**src/rtl/arb_pkg.sv**
```systemverilog
// Shared types and constants for the memory-port arbiter.
// Used by mem_port_arbiter and arb_pick; optional macro ARB_ROUND_ROBIN_EN affects only the top.
package arb_pkg;

   typedef enum logic {
      ARB  = 1'b0,
      HOLD = 1'b1
   } state_e;

   localparam int REQ_IF  = 0;
   localparam int REQ_LS  = 1;
   localparam int REQ_EX  = 2;
   localparam int NUM_REQ = 3;

endpackage

```
**src/rtl/arb_pick.sv**
```systemverilog
// Combinational grant picker: first eligible requester in the given priority order wins.
module arb_pick
   import arb_pkg::*;
(
   input  logic [NUM_REQ-1:0] elig,
   input  logic [1:0]         ord0,
   input  logic [1:0]         ord1,
   input  logic [1:0]         ord2,
   output logic [NUM_REQ-1:0] gnt
);

   always_comb begin
      gnt = '0;
      if (elig[ord0])      gnt[ord0] = 1'b1;
      else if (elig[ord1]) gnt[ord1] = 1'b1;
      else if (elig[ord2]) gnt[ord2] = 1'b1;
   end

endmodule

```
**src/rtl/mem_port_arbiter.sv**
```systemverilog
// Three-way arbiter for the shared 16-bit memory port with locked sequences and starvation promotion.
// Define ARB_ROUND_ROBIN_EN for round-robin ordering in the ARB state (default: fixed 1 > 0 > 2).
module mem_port_arbiter
   import arb_pkg::*;
#(
   parameter int MAX_WAIT = 8,
   parameter int CNT_W    = 8
) (
   input  logic        clk,
   input  logic        rst_n,
   input  logic [2:0]  req,
   input  logic [2:0]  lock,
   input  logic [2:0]  we,
   input  logic [2:0]  byte_half,
   input  logic [47:0] addr,
   input  logic [47:0] wdata,
   output logic [2:0]  gnt,
   output logic [2:0]  rvalid,
   output logic [15:0] rdata,
   output logic [15:0] mem_addr,
   output logic [15:0] mem_in,
   output logic        mem_we,
   output logic        mem_byte_half,
   input  logic [15:0] mem_out
);

   state_e             state_q, state_d;
   logic [1:0]         owner_q, owner_d;
   logic [CNT_W-1:0]   wait_cnt_q, wait_cnt_d;
   logic [2:0]         rvalid_q, rvalid_d;
   logic [15:0]        rdata_q, rdata_d;
   logic [2:0]         gnt_o, pick_gnt;
   logic [1:0]         ord0, ord1, ord2;
   logic               promote;

   assign promote = (wait_cnt_q == CNT_W'(MAX_WAIT));

`ifdef ARB_ROUND_ROBIN_EN
   logic [1:0] ptr_q, ptr_d;
   logic [1:0] b0, b1, b2;

   always_comb begin
      b0 = ptr_q;
      b1 = (ptr_q == 2'd2) ? 2'd0 : ptr_q + 2'd1;
      b2 = (b1 == 2'd2) ? 2'd0 : b1 + 2'd1;
      ord0 = b0;
      ord1 = b1;
      ord2 = b2;
      // Promotion puts requester 2 first, the others keep their pointer order.
      if (promote) begin
         ord0 = 2'd2;
         if (b0 == 2'd2) begin
            ord1 = b1;
            ord2 = b2;
         end else if (b1 == 2'd2) begin
            ord1 = b0;
            ord2 = b2;
         end else begin
            ord1 = b0;
            ord2 = b1;
         end
      end
   end

   always_comb begin
      ptr_d = ptr_q;
      if (state_q == ARB) begin
         if (gnt_o[0])      ptr_d = 2'd1;
         else if (gnt_o[1]) ptr_d = 2'd2;
         else if (gnt_o[2]) ptr_d = 2'd0;
      end
   end

   always_ff @(posedge clk) begin
      if (!rst_n) ptr_q <= 2'd0;
      else        ptr_q <= ptr_d;
   end
`else
   always_comb begin
      ord0 = promote ? 2'd2 : 2'd1;
      ord1 = promote ? 2'd1 : 2'd0;
      ord2 = promote ? 2'd0 : 2'd2;
   end
`endif

   arb_pick u_pick (
      .elig (req),
      .ord0 (ord0),
      .ord1 (ord1),
      .ord2 (ord2),
      .gnt  (pick_gnt)
   );

   always_comb begin
      gnt_o   = '0;
      state_d = state_q;
      owner_d = owner_q;
      if (state_q == ARB) begin
         gnt_o = pick_gnt;
         for (int i = 1; i < NUM_REQ; i++) begin
            if (pick_gnt[i] && lock[i]) begin
               state_d = HOLD;
               owner_d = 2'(i);
            end
         end
      end else begin
         if (req[owner_q]) gnt_o[owner_q] = 1'b1;
         if (!(req[owner_q] && lock[owner_q])) state_d = ARB;
      end
      if (!rst_n) gnt_o = '0;
   end

   assign gnt = gnt_o;

   always_comb begin
      mem_addr      = '0;
      mem_in        = '0;
      mem_we        = 1'b0;
      mem_byte_half = 1'b1;
      for (int i = 0; i < NUM_REQ; i++) begin
         if (gnt_o[i]) begin
            mem_addr      = addr[16*i +: 16];
            mem_in        = wdata[16*i +: 16];
            mem_we        = we[i];
            mem_byte_half = byte_half[i];
         end
      end
   end

   always_comb begin
      rvalid_d   = gnt_o & ~we;
      rdata_d    = (|rvalid_d) ? mem_out : rdata_q;
      wait_cnt_d = wait_cnt_q;
      if (!req[REQ_EX] || gnt_o[REQ_EX])
         wait_cnt_d = '0;
      else if (wait_cnt_q < CNT_W'(MAX_WAIT))
         wait_cnt_d = wait_cnt_q + 1'b1;
   end

   always_ff @(posedge clk) begin
      if (!rst_n) begin
         state_q    <= ARB;
         owner_q    <= 2'd0;
         wait_cnt_q <= '0;
         rvalid_q   <= '0;
         rdata_q    <= '0;
      end else begin
         state_q    <= state_d;
         owner_q    <= owner_d;
         wait_cnt_q <= wait_cnt_d;
         rvalid_q   <= rvalid_d;
         rdata_q    <= rdata_d;
      end
   end

   assign rvalid = rvalid_q;
   assign rdata  = rdata_q;

endmodule

```
**config.mk**
```make
export PLATFORM = sky130hd
export DESIGN_NAME = mem_port_arbiter
export DESIGN_NICKNAME = d
export VERILOG_FILES = /design/src/rtl/arb_pkg.sv /design/src/rtl/arb_pick.sv /design/src/rtl/mem_port_arbiter.sv
export SDC_FILE = /design/constraint.sdc
export NUM_CORES = 1
export LEC_CHECK = 0
export CELL_PAD_IN_SITES_DETAIL_PLACEMENT = 1
export CELL_PAD_IN_SITES_GLOBAL_PLACEMENT = 1
export CORE_MARGIN = 4
export CORE_UTILIZATION = 42
export CTS_BUF_LIST = sky130_fd_sc_hd__clkbuf_8
export DETAILED_ROUTE_END_ITERATION = 10
export DONT_BUFFER_PORTS = 1
export GPL_TIMING_DRIVEN = 0
export PLACE_DENSITY = 0.87
export SYNTH_ARGS = -nofsm -noshare
export SYNTH_HDL_FRONTEND = slang
export SYNTH_SLANG_ARGS = --single-unit
```
**constraint.sdc**
```tcl
create_clock -name clk -period 2.6 [get_ports clk]
set_clock_uncertainty 0.05 [all_clocks]
set_input_delay 0.13 -clock clk [delete_from_list [all_inputs] [get_ports clk]]
set_output_delay 0.13 -clock clk [all_outputs]
set_load 0.03 [all_outputs]
```
==> impl_metrics.yaml <==
run_status:
  status: "finished, violations left"
  violations: "negative setup slack"
detailed_routing:
  vias_per_cell: 6.47
  vias: 2000
  drc_errors: 0
  drt-initial-drc-count: 223
  wire_per_inst_um: 25.1
  drt-total-wl_mm: 7.76
  final_antenna_net_count: 0
  dr.pass1.iters: 8
synthesis:
  synth-async-reset-ratio_pct: 0
  synth.distinct_cells: 36
  synthTopCellsByArea: "dfxtp_1, a222oi_1, mux2i_1"
  synth_edf_count: 0
  synth_cells: 222
  synth.avg_cell_area_um2: 8.15
  ys_seq_area_share_pct: 33.2
  syn_area_um2: 1810
  ys_warn_count: 0
  synth_seq_cells: 30
  yosysTopAreaCellShare_pct: 33.2
  yosys_most_used_dff: "dfxtp_1"
  synth_nets: 350
  yosysTopAreaCell: "dfxtp_1"
sta:
  hold_viol_final: 0
  setup_viol: 24
  period_share_pct: 111
  tightest_slew_ns: 0.573
  hold_slack_ns: 0.0591
  fin_crit_ns: 2.88
  worst_slack_ns: -0.277
  rsz0062_at_grt: "yes"
  fmax_mhz: 348
  slew-limit-headroom_pct: 61.7
  slew_viol_final: 0
worst_hold_path:
  hp-class: "input port to flip-flop"
critical_path:
  end_kind: "primary output"
  critPathMaxStageDelay_ns: 0.96
  cp_data_required_time_ns: 2.42
  critPathSlowestCell: "a222oi_1"
  crit_path_start_kind: "flip-flop"
  cp_max_fo: 6
  cp.arrival_ns: 2.70
  cp_cell_sequence: "or4_4 -> o21ai_4 -> a21oi_4 -> buf_8 -> a222oi_1"
  path_class: "flip-flop to primary output"
layout:
  drive_above_1_share_pct: 25.9
  insertedDiodeCount: 0
  design_area_um2: 2360
  instances_no_fill: 309
  area_delta_synth_final_pct: 30.7
  fin_nets: 386
global_routing:
  grt_pass1_vias: 2126
  grt-ovfl-total: 0
  grt_pass1_wl_mm: 11.1
  grtUsageTotal_pct: 26.9
  busiest_layer: "met2"
  use_met1_pct: 28.9
  use_met3_pct: 6.57
  gr-usage-met2_pct: 51.0
  grt_max_degree: 11
  antenna_found_initial: 0
clock_network:
  cts.sinks: 30
  clk_latency_ns: 0.28
  cts_max_path_buffers: 2
  path_clk_slew_ns: 0.06
  numCtsBuffers: 5
  cts-root-buf: "clkbuf_8"
  cts_tree: "done"
  cts_max_level: 2
floorplanning:
  rows: 23
  fp.dieH_um: 73.6
  die_area_um2: 5420
  pin_count: 182
  dieWidth_um: 73.6
  core_area_um2: 4090
  start_util_pct: 44.3
pwr:
  power_density_nw_per_um2: 573
  ir_drop_mv: 0.219
  p_clk_share_pct: 28.0
  switching_share_pct: 38.3
  power_mw: 1.36
  power_frac_comb_pct: 31.5
  intPower_mw: 0.837
  switchingPower_mw: 0.519
  leakage_nw: 1.15
  pwr-share-seq_pct: 40.5
job:
  drv_cap: 0
placed_design:
  post-place-ws_ns: -0.399
  hpwl_mm: 5.33
  io_buffers: 0
  gp_congestion: 0.817
  placedCellCount: 272
  dpl_cell_area_um2: 1880
## worst max-delay path: cells and delay by family, from the launching register on
kind | cells | cell delay (ns)
flops | 1 | 0.31
simple gates | 1 | 0.56
buf+inv | 1 | 0.16
compound gates | 3 | 1.38
## cells in the final DEF (no fill, tap or decap), drive strengths merged
master,instances
nand4b,1
dlygate4sd3,18
clkbuf,15
a311oi,1
o22ai,2
nor2,9
nor3b,1
a222oi,33
o21a,2
clkinv,2
o211a,1
and3b,1
o21ai,5
a221oi,1
xnor2,1
buf,16
o221a,1
nand2,37
and2,5
nand3,4
or4,3
ha,2
mux2i,16
a21oi,4
dfxtp,30
a21o,1
inv,42
o31ai,1
xor2,1
and3,2
nand3b,1
## timing repair
action                                 CTS  global route
pin swaps                               30            10
setup endpoints to repair               35            39
gates cloned                             1             0
hold buffers                            18             0
gates resized for setup                 46            14
buffers inserted                         9             2
endpoints found under the hold margin   19             0
## logic make-up (layout without fill, tap and decap cells)
kind of cell    after synthesis  count (layout)  share of synthesized area (%)
mux                          16              16                           8.85
xor+xnor                      2               2                          0.968
simple gates                 64              64                           16.3
compound gates               52              52                           27.2
flops                        30              30                           33.2
buf+inv                      56              93                           12.0
fa+ha+maj                     2               2                           1.38
## cell type report
type | count | area (um2)
fill | 480 | 1720
tap | 50 | 62.6
multi-input combinational | 136 | 1040
sequential | 30 | 603
clock inverter | 2 | 8.76
timing repair buffer | 29 | 270
clock buffer | 6 | 82.6
inverter | 42 | 163
buffer | 14 | 130
## power groups by stage
stage / combinational, mW / clock [mW] / sequential, mW
finish: 0.427 / 0.379 / 0.549
detailed placement: 0.343 / 0 / 0.556
floorplan: 0.296 / 0 / 0.549
CTS: 0.408 / 0.384 / 0.546
global route: 0.455 / 0.416 / 0.551
global placement: 0.338 / 0 / 0.554
## Yosys cell counts (2+ instances only)
master,n
a21oi_1,3
a222oi_1,33
and2_1,5
and3_1,2
buf_1,3
clkbuf_1,10
dfxtp_1,30
ha_1,2
inv_1,40
mux2i_1,16
nand2_1,37
nand3_1,4
nor2_1,9
o21a_1,2
o21ai_0,3
o22ai_1,2
or4_1,2
## state kept, by name, indices dropped and copies added (netlist names)
register and count:
state_q 1, owner_q 2, rdata 16, wait_cnt_q 8, rvalid 3
## through the flow
stage | utilization, % | TNS, ns
after floorplan | - | 0
after global placement | 46.0 | -9.23
after detailed placement | 46.0 | -9.71
after CTS | 56.7 | -1.86
after global routing | 57.9 | -5.41
final | 57.9 | -2.93
## path summary, 6_finish.rpt
check / cells after the start / to / from / slack, ns
max: 5 / mem_byte_half / wait_cnt_q[5] / -0.28
min: 2 / rvalid[1] / we[1] / 0.06
max reg2reg: 7 / rdata[5] / wait_cnt_q[5] / 0.21
min reg2reg: 1 / wait_cnt_q[5] / wait_cnt_q[5] / 0.42
## metal layers
metal,up-vias,wire length [um]
li1,882,-
met1,969,2650
met2,134,4370
met3,15,597
met4,0,137
met5,-,0
Power figures use the tool's default switching activity.
